`src/rtl/inv_shift_rows_stage.sv`:
```
// Registered AES InvShiftRows stage with a 2-entry skid buffer (main reg M, skid reg S).
// Optional stall counter port enabled by defining INV_SR_STALL_CNT_EN.
module inv_shift_rows_stage #(
  parameter int unsigned TAG_W = 4
) (
  input  logic               clk,
  input  logic               rst_n,
  input  logic               flush,
  input  logic               in_valid,
  output logic               in_ready,
  input  logic [127:0]       data_in,
  input  logic [TAG_W-1:0]   tag_in,
  output logic               out_valid,
  input  logic               out_ready,
  output logic [127:0]       data_out,
  output logic [TAG_W-1:0]   tag_out
`ifdef INV_SR_STALL_CNT_EN
  ,
  output logic [15:0]        stall_cnt
`endif
);

  logic [127:0]     perm;
  logic [127:0]     m_data_q, m_data_d, s_data_q, s_data_d;
  logic [TAG_W-1:0] m_tag_q, m_tag_d, s_tag_q, s_tag_d;
  logic             m_v_q, m_v_d, s_v_q, s_v_d;
  logic             acc, emi;

  // Byte i sits at row i%4, column i/4; out[r][c] = in[r][(c-r) mod 4].
  for (genvar c = 0; c < 4; c++) begin : g_col
    for (genvar r = 0; r < 4; r++) begin : g_row
      assign perm[127-8*(r+4*c) -: 8] = data_in[127-8*(r+4*((c+4-r)%4)) -: 8];
    end
  end

  assign in_ready  = !s_v_q;
  assign out_valid = m_v_q;
  assign data_out  = m_data_q;
  assign tag_out   = m_tag_q;

  assign acc = in_valid & in_ready;
  assign emi = m_v_q & out_ready;

  always_comb begin
    m_v_d    = m_v_q;
    s_v_d    = s_v_q;
    m_data_d = m_data_q;
    m_tag_d  = m_tag_q;
    s_data_d = s_data_q;
    s_tag_d  = s_tag_q;
    if (flush) begin
      m_v_d = 1'b0;
      s_v_d = 1'b0;
    end else if (!m_v_q) begin
      if (acc) begin
        m_v_d    = 1'b1;
        m_data_d = perm;
        m_tag_d  = tag_in;
      end
    end else if (emi) begin
      if (s_v_q) begin
        m_data_d = s_data_q;
        m_tag_d  = s_tag_q;
        s_v_d    = 1'b0;
      end else if (acc) begin
        m_data_d = perm;
        m_tag_d  = tag_in;
      end else begin
        m_v_d = 1'b0;
      end
    end else if (acc) begin
      // M is stalled: park the new block in S, which drops in_ready next cycle.
      s_v_d    = 1'b1;
      s_data_d = perm;
      s_tag_d  = tag_in;
    end
  end

  always_ff @(posedge clk or negedge rst_n) begin
    if (!rst_n) begin
      m_v_q    <= 1'b0;
      s_v_q    <= 1'b0;
      m_data_q <= '0;
      m_tag_q  <= '0;
      s_data_q <= '0;
      s_tag_q  <= '0;
    end else begin
      m_v_q    <= m_v_d;
      s_v_q    <= s_v_d;
      m_data_q <= m_data_d;
      m_tag_q  <= m_tag_d;
      s_data_q <= s_data_d;
      s_tag_q  <= s_tag_d;
    end
  end

`ifdef INV_SR_STALL_CNT_EN
  logic [15:0] stall_cnt_q, stall_cnt_d;

  always_comb begin
    stall_cnt_d = stall_cnt_q;
    if (flush)
      stall_cnt_d = '0;
    else if (m_v_q && !out_ready && (stall_cnt_q != 16'hFFFF))
      stall_cnt_d = stall_cnt_q + 16'd1;
  end

  always_ff @(posedge clk or negedge rst_n) begin
    if (!rst_n) stall_cnt_q <= '0;
    else        stall_cnt_q <= stall_cnt_d;
  end

  assign stall_cnt = stall_cnt_q;
`endif

endmodule

```
`config.mk`:
```
export PLATFORM = sky130hd
export DESIGN_NAME = inv_shift_rows_stage
export DESIGN_NICKNAME = d
export VERILOG_FILES = /design/src/rtl/inv_shift_rows_stage.sv
export SDC_FILE = /design/constraint.sdc
export NUM_CORES = 1
export LEC_CHECK = 0
export ABC_CLOCK_PERIOD_IN_PS = 1600
export CORE_UTILIZATION = 45
export DETAILED_ROUTE_END_ITERATION = 8
export PLACE_DENSITY = 0.77
export SETUP_SLACK_MARGIN = 0.02
export SYNTH_ARGS = -nofsm -noshare
export SYNTH_HDL_FRONTEND = slang
export SYNTH_SLANG_ARGS = --single-unit
```
`constraint.sdc`:
```
create_clock -name clk -period 1.6 [get_ports clk]
set_input_delay 0.16 -clock clk [delete_from_list [all_inputs] [get_ports clk]]
set_output_delay 0.16 -clock clk [all_outputs]
set_load 0.02 [all_outputs]
```
==> impl_metrics.ini, run 1 <==
[setup_path]
cp_slowest_cell = dfrtp_1
critical_path_class = flop to flop
slowest_delay_ns = 0.41
cp_max_fo = 8
cpMostUsedCell = buf_6
reg2reg_to = data_out[107]
reg2reg_setup_slack_ns = -0.01
arrival_ns = 2.07
rr_startpoint = s_v_q
cp_cell_sequence = buf_6 -> nand2_8 -> a221oi_4 -> buf_6 -> buf_12 -> clkbuf_16 -> a2bb2oi_2
reg2reg_depth = 7
cp-end-kind = flop
start_kind = flop
required_ns = 2.06
cp-startpoint = s_v_q

[die]
die_width_um = 159
die_height_um = 159
core-area_sq_um = 24200
ioPinCount = 271
rows = 57
initial_core_util_pct = 45.7
die_area_sq_um = 25200

[clocking]
clock_sinks = 266
clk_pin_slew_worst_paths_ns = 0.06
cts_buffers = 28
insertion_delay_ns = 0.54
clockBufferDepth = 3
root_buffer = clkbuf_16
cts_tree = built
htreeDepth = 1

[drt]
wl_per_cell_um = 22.1
viasPerCell = 5.71
totalWireLength_mm = 31.4
firstDrtPassIters = 6
drtAntennaViolNets = 0
drt_iter0_drc = 424
remaining_drc_errors = 0
via_count = 8115

[worst_hold_path]
hold_path_class = primary input to asynchronous set/reset pin

[global_routing]
grt_pass1_vias = 8427
antenna_found_initial = 0
grt_pass1_wl_mm = 46.8
grt_usage_pct = 23.0
grt_start_max_net_pins = 74
grt-ovfl-total = 0

[timing]
tns_ns = -0.0191
skew_ns = 0.00998
finalSetupViolations = 2
relSlewSlack_pct = 66.3
finalHoldViolations = 0
fmax_mhz = 620
finalCritPeriodShare_pct = 101
rsz0062_at_grt = yes
fin_ws_ns = -0.0123
tightest_slew_ns = 0.506
slew_viol_final = 0
whs_ns = 0.174
fin_crit_ns = 1.61

[finish]
design_area_sq_um = 16500
diodes = 0
area_growth_pct = 48.8
drive_gt1_share_pct = 38.3
final_cell_mix = 265 x dfrtp_1, 135 x clkdlybuf4s50_1, 132 x dlygate4sd2_1
final_common_cell = dfrtp_1
final_nets = 1220

[placement]
pre_cts_slack_ns = -0.219
postPlaceCellArea_sq_um = 14900
dp_hpwl_mm = 19.5
io_buffers = 270
routabilityCongestion = 0.769

[yosys]
yosysSeqAreaShare_pct = 60.2
syn_area_sq_um = 11100
syn_nets = 883
syn-instance-count = 746
ys_ff_latch = 266
yosysTopAreaCell = dfrtp_1
synth_cell_types = 19
synthTopCellsByArea = dfrtp_1 60%, mux2_2 13%, a2bb2oi_2 11%
yosysWarnings = 0
synth_top_cell_area_share_pct = 60.2
synth.avg_cell_area_sq_um = 14.8

[power]
powerDensity_nw_per_um2 = 1280
irDropWorstVdd_v = 0.000846
leakage_nw = 6.90

[flow_run]
maxCapViolCount = 0

[status]
status = finished, violations left
failed_checks = negative setup slack
==> stage by stage <==
step | std cells | util, % | power (mW)
after floorplan | 746 | - | 12.3
after global placement | 1348 | 61.5 | 14.8
after detailed placement | 1348 | 61.5 | 15.0
after CTS | 1396 | 64.6 | 20.8
after global routing | 1422 | 68.1 | 22.0
final | 1422 | 68.1 | 21.1
==> sequential cells by signal, summed over array words and instances, names as in the netlist <==
name and flops:
tag_out 4, out_valid 1, s_data_q 128, s_v_q 1, data_out 128, s_tag_q 4
==> worst max-delay path, delay by kind of cell (launching register included) <==
family                 cells  cell delay (ns)
AOI/OAI and AO/OA          2             0.43
buffers and inverters      4             0.64
DFF                        1             0.41
and+or+nand+nor            1             0.05
==> metal layers <==
metal | vias to the layer above | wire length (um) | GRT usage [%]
met5 | - | 0 | 0
met4 | 0 | 410 | 4.63
met3 | 40 | 2380 | 6.22
met2 | 316 | 15200 | 37.2
met1 | 4169 | 13500 | 31.1
li1 | 3590 | - | -
==> cells in the mapped netlist, drive strengths merged <==
library cell	count
a21oi	3
a221oi	1
mux2	132
o21ai	1
inv	2
dfrtp	266
nand2b	1
o22ai	132
nor3	1
a211oi	1
a2bb2oi	132
nand3	1
nand2	1
buf	40
clkbuf	32
==> worst max-delay path by stage <==
stage	to	slack, ns	cells past startpoint
floorplan	s_data_q[100]	-0.02	5
global placement	data_out[80]	-0.16	6
detailed placement	data_out[75]	-0.22	6
CTS	s_data_q[15]	0.004	6
global route	data_out[103]	-0.09	7
finish	data_out[107]	-0.01	7
==> final cells by class <==
| class | instances | area, sq um |
|---|---|---|
| inverters | 2 | 7.51 |
| flip-flops and latches | 266 | 6660 |
| clock inverters | 4 | 22.5 |
| clock buffers | 41 | 851 |
| fillers | 1706 | 7720 |
| multi-input cells | 406 | 4410 |
| well taps | 324 | 405 |
| repair buffers | 379 | 4100 |
==> cell families after synthesis <==
logic type	Yosys count	share of synthesized area (%)
AND/OR/NAND/NOR	4	0.181
multiplexers	132	13.4
flip-flops	266	60.2
buffers and inverters	74	3.37
AO/OA/AOI/OAI	270	22.8
==> power by group <==
group / leakage [nW] / switching (mW) / internal, mW
combinational: 3.37 / 2.43 / 3.12
sequential: 3.10 / 1.04 / 8.32
clock: 0.431 / 2.59 / 3.63
==> what timing repair did <==
action | 4_1_cts | 5_1_grt
endpoints found under the setup margin | 166 | 252
hold buffers | 1 | 0
setup buffers | 2 | 11
cloned | 0 | 15
endpoints found under the hold margin | 205 | 0
pin swaps | 1 | 2
resized for setup | 142 | 77
No activity file was read; power rests on OpenSTA's default activity.
==> inputs of run 2 (changes only) <==
- PLACE_DENSITY: 0.77 -> 0.79
- SLEW_MARGIN: not set -> 20
==> run 2 against run 1 <==
Net effect: the run still ends with negative setup slack left; non-clock buffer count fell by 11; setup slack got worse by 0.0062 ns; utilization fell by 1.1 points; first-iteration DRC count fell by 1.4%; hold slack improved by 0.032 ns; sequential cell count did not move; register-to-register slack barely moved; critical endpoint is now data_out[12]; via count fell by 0.26%; critical path depth did not move.
==> impl_metrics.ini, run 2 (synthesis gave the netlist of run 1 again) <==
[timing]
fin_crit_ns = 1.62
finalSetupViolations = 16
slew_viol_final = 0
fmax_mhz = 618
fin_ws_ns = -0.0185
whs_ns = 0.207
finalCritPeriodShare_pct = 101
tns_ns = -0.0927
tightest_slew_ns = 0.582
relSlewSlack_pct = 61.2
rsz0062_at_grt = yes
skew_ns = 0.00561
finalHoldViolations = 0

[placement]
io_buffers = 270
dp.cells = 1349
dp_hpwl_mm = 19.8
routabilityCongestion = 0.791

[drt]
drt_iter0_drc = 418
firstDrtPassIters = 4
viasPerCell = 5.71
totalWireLength_mm = 30.8
via_count = 8094
remaining_drc_errors = 0
wl_per_cell_um = 21.7
drtAntennaViolNets = 0

[clocking]
cts_buffers = 28
htreeDepth = 1
root_buffer = clkbuf_16
cts_tree = built
insertion_delay_ns = 0.53
clockBufferDepth = 3
clk_pin_slew_worst_paths_ns = 0.06
clock_sinks = 266

[power]
p_switching_mw = 5.96
power_frac_seq_pct = 43.8
power.total_mw = 21.2
internal_power_mw = 15.3
irDropWorstVdd_v = 0.00106
power_frac_comb_pct = 25.4
powerDensity_nw_per_um2 = 1310
p_sw_share_pct = 28.1
clkPwrFrac_pct = 30.8
leakage_nw = 6.83

[setup_path]
cp-end-kind = flop
critical_path_class = flop to flop
reg2reg_depth = 7
required_ns = 2.05
arrival_ns = 2.07
slowest_delay_ns = 0.40
cp_slowest_cell = dfrtp_2
cp_top_family = buffers and inverters
start_kind = flop
cp_cell_sequence = buf_6 -> nand2_8 -> a221oi_4 -> buf_12 -> clkbuf_16 -> buf_8 -> a2bb2oi_1
cp_num_buf_inv = 4
rr_startpoint = s_v_q
cp_max_fo = 10
reg2reg_to = data_out[12]
reg2reg_setup_slack_ns = -0.02

[finish]
diodes = 0
area_growth_pct = 46.4
fin_cells = 1417
final_nets = 1209
final_cell_mix = 264 x dfrtp_1, 135 x clkdlybuf4s50_1, 132 x o22ai_1, 132 x mux2_2, 132 x dlygate4sd2_1
final_common_cell = dfrtp_1
drive_gt1_share_pct = 35.3

[die]
die_width_um = 159
initial_core_util_pct = 45.7
ioPinCount = 271
die_height_um = 159
die_area_sq_um = 25200
core-area_sq_um = 24200
rows = 57

[global_routing]
grt_start_max_net_pins = 84
grt_pass1_vias = 8535
grt_pass1_wl_mm = 47.6
grt-ovfl-total = 0
grt_usage_pct = 23.5
antenna_found_initial = 0

[worst_hold_path]
hold_path_class = primary input to asynchronous set/reset pin

[status]
status = finished, violations left
failed_checks = negative setup slack

[flow_run]
maxCapViolCount = 0
run 2: final cells by class:
cell class	instances	area, sq um
clock buffer	46	900
sequential	266	6660
inverter	2	7.51
timing repair buffer	368	3940
tap	324	405
fill	1712	7980
clock inverter	5	52.6
multi-input combinational	406	4230
run 2: timing repair:
item | CTS | global route
hold buffers | 1 | 0
pin swaps | 0 | 1
setup endpoints to repair | 299 | 249
gates cloned | 0 | 9
gates resized for setup | 143 | 37
endpoints found under the hold margin | 54 | 0
buffers inserted | 1 | 6
run 2: how the worst max path moves through the flow:
stage | startpoint | end | slack [ns] | cells after the start
4_1_cts | s_v_q | in_ready | -0.04 | 3
6_report | s_v_q | data_out[12] | -0.02 | 7
5_1_grt | s_v_q | data_out[19] | -0.07 | 7
3_5_place_dp | flush | s_data_q[51] | -0.26 | 6
3_3_place_gp | flush | s_data_q[66] | -0.23 | 6
2_1_floorplan | out_valid | s_data_q[100] | -0.02 | 5
run 2: per-stage QoR:
stage / cell area [sq um] / utilization (%) / setup WS, ns
after global placement: 14900 / 61.5 / -0.232
after floorplan: 11100 / - / -0.0168
final: 16200 / 67.0 / -0.0185
after CTS: 15700 / 65.0 / -0.0435
after global routing: 16200 / 67.0 / -0.0718
after detailed placement: 14900 / 61.5 / -0.262
run 2: routing by layer:
metal / vias up / global-route usage [%] / share of wire [%]
met5: - / 0 / 0
met4: 0 / 4.37 / 1.2
met3: 31 / 5.72 / 7.1
met2: 283 / 38.1 / 48
met1: 4210 / 32.4 / 43
li1: 3570 / - / -
run 2: power by group through the flow:
| stage | logic [mW] | registers, mW | clock network [mW] |
|---|---|---|---|
| 2_1_floorplan | 2.29 | 9.97 | 0 |
| 3_3_place_gp | 5.48 | 9.28 | 0 |
| 3_5_place_dp | 5.62 | 9.36 | 0 |
| 4_1_cts | 5.21 | 9.25 | 6.67 |
| 5_1_grt | 5.70 | 9.47 | 6.99 |
| 6_report | 5.40 | 9.30 | 6.54 |
==> inputs of run 3 (changes only) <==
- SETUP_SLACK_MARGIN: 0.02 -> not set
==> run 3 against run 2 <==
Net effect: sequential power barely moved; sequential share of layout area is 0.14 points lower; the run still ends with negative setup slack left; largest power group unchanged; wire length grew 1.1%; combinational power rose by 0.7%.
==> impl_metrics.ini, run 3 (synthesis gave the netlist of run 1 again) <==
[finish]
area_growth_pct = 46.9
drive_gt1_share_pct = 35.9
final_nets = 1209
multiInputGateArea_sq_um = 4270
seq_area_sq_um = 6660
finish.utilization_pct = 67.2
final.fill_count = 1705
final_cell_mix = 264 x dfrtp_1, 135 x clkdlybuf4s50_1, 133 x dlygate4sd2_1
design_area_sq_um = 16200
diodes = 0
final_common_cell = dfrtp_1

[drt]
viasPerCell = 5.75
met2_length_mm = 15.1
wl_met1_mm = 13.2
wl_met3_mm = 2.38
remaining_drc_errors = 0
totalWireLength_mm = 31.1
via_count = 8147
drtAntennaViolNets = 0
wl_per_cell_um = 22.0
firstDrtPassIters = 5
drt_iter0_drc = 423
top_layer = met4

[clocking]
root_buffer = clkbuf_16
insertion_delay_ns = 0.53
htreeDepth = 1
clockBufferDepth = 3
clk_pin_slew_worst_paths_ns = 0.06
clock_sinks = 266
cts_tree = built
cts_buffers = 28

[die]
core-area_sq_um = 24200
die_area_sq_um = 25200
die_width_um = 159
die_height_um = 159
ioPinCount = 271
initial_core_util_pct = 45.7
rows = 57

[setup_path]
critical_path_class = flop to flop
cp-end-kind = flop
cp_cell_sequence = buf_6 -> nand2_8 -> a221oi_4 -> buf_12 -> clkbuf_16 -> clkbuf_16 -> a2bb2oi_2
cp_slowest_cell = dfrtp_2
arrival_ns = 2.07
cpMostUsedCell = clkbuf_16
start_kind = flop
slowest_delay_ns = 0.40
cp_max_fo = 8
required_ns = 2.06

[worst_hold_path]
hold_path_class = primary input to asynchronous set/reset pin

[timing]
fin_ws_ns = -0.0194
fmax_mhz = 618
finalHoldViolations = 0
slew_viol_final = 0
whs_ns = 0.209
finalCritPeriodShare_pct = 101
fin_crit_ns = 1.62
relSlewSlack_pct = 60.8
skew_ns = 0.00617
rsz0062_at_grt = yes
finalSetupViolations = 17
tightest_slew_ns = 0.587

[global_routing]
grt_usage_pct = 23.5
antenna_found_initial = 0
grt_pass1_wl_mm = 47.6
grt_start_max_net_pins = 84
grt_pass1_vias = 8531
grt-ovfl-total = 0

[placement]
io_buffers = 270
postPlaceCellArea_sq_um = 14900
routabilityCongestion = 0.791
dp_hpwl_mm = 19.8

[power]
leakage_nw = 6.85
powerDensity_nw_per_um2 = 1310
power.total_mw = 21.3
irDropWorstVdd_v = 0.00105

[status]
status = finished, violations left
failed_checks = negative setup slack

[flow_run]
maxCapViolCount = 0
## run 3: cell types whose count changed in the layout (fill, tap and decap cells not counted), sizes merged
| cell | change |
|---|---|
| buf | -1 |
| dlygate4sd2 | +1 |
| clkbuf | +1 |
| clkdlybuf4s15 | -1 |
## run 3: path summary, 6_finish.rpt
check | from | end | slack (ns) | depth (start not counted)
worst max-delay path | s_v_q | data_out[92] | -0.02 | 7
max in group asynchronous | rst_n | data_out[109] | 0.70 | 3
worst min register to register | s_data_q[67] | s_data_q[67] | 0.51 | 1
min in group clk | data_in[124] | s_data_q[124] | 0.27 | 2
worst max register to register | s_v_q | data_out[92] | -0.02 | 7
worst min-delay path | rst_n | data_out[55] | 0.21 | 2
## run 3: metal layers
metal,up-vias,track usage (%)
li1,3579,-
met2,299,38.1
met5,-,0
met1,4238,32.4
met4,0,4.37
met3,31,5.72
## run 3: timing repair
item	CTS	global route
resized for setup	142	43
endpoints found under the setup margin	265	207
cloned	0	10
endpoints found under the hold margin	54	0
setup buffers	1	5
hold buffers	1	0
pin swaps	0	1
## run 3: power breakdown
part / internal [mW] / switching (mW) / leakage (nW)
Combinational: 3.01 / 2.42 / 3.28
Sequential: 8.32 / 0.997 / 3.10
Clock: 3.97 / 2.57 / 0.470
## run 3: worst max-delay path: cells and delay by family (launching register included)
family,cells,cell delay [ns]
compound gates,2,0.42
buf+inv,4,0.65
flops,1,0.40
simple gates,1,0.06
## run 3: final cells by class
class                   count  share of cell area (%)
clock buffers              46                    5.54
repair buffers            368                    24.3
clock inverters             5                   0.323
well taps                 324                    2.49
multi-input cells         406                    26.3
flip-flops and latches    266                    41.0
inverters                   2                  0.0462
## run 3: per-stage QoR
stage / std cells / setup WS [ns] / setup TNS [ns]
after CTS: 1402 / -0.0435 / -0.359
final: 1417 / -0.0194 / -0.104
after floorplan: 746 / -0.0168 / -2.15
after detailed placement: 1349 / -0.262 / -48.61
after global routing: 1417 / -0.0685 / -4.56
after global placement: 1349 / -0.232 / -44.38
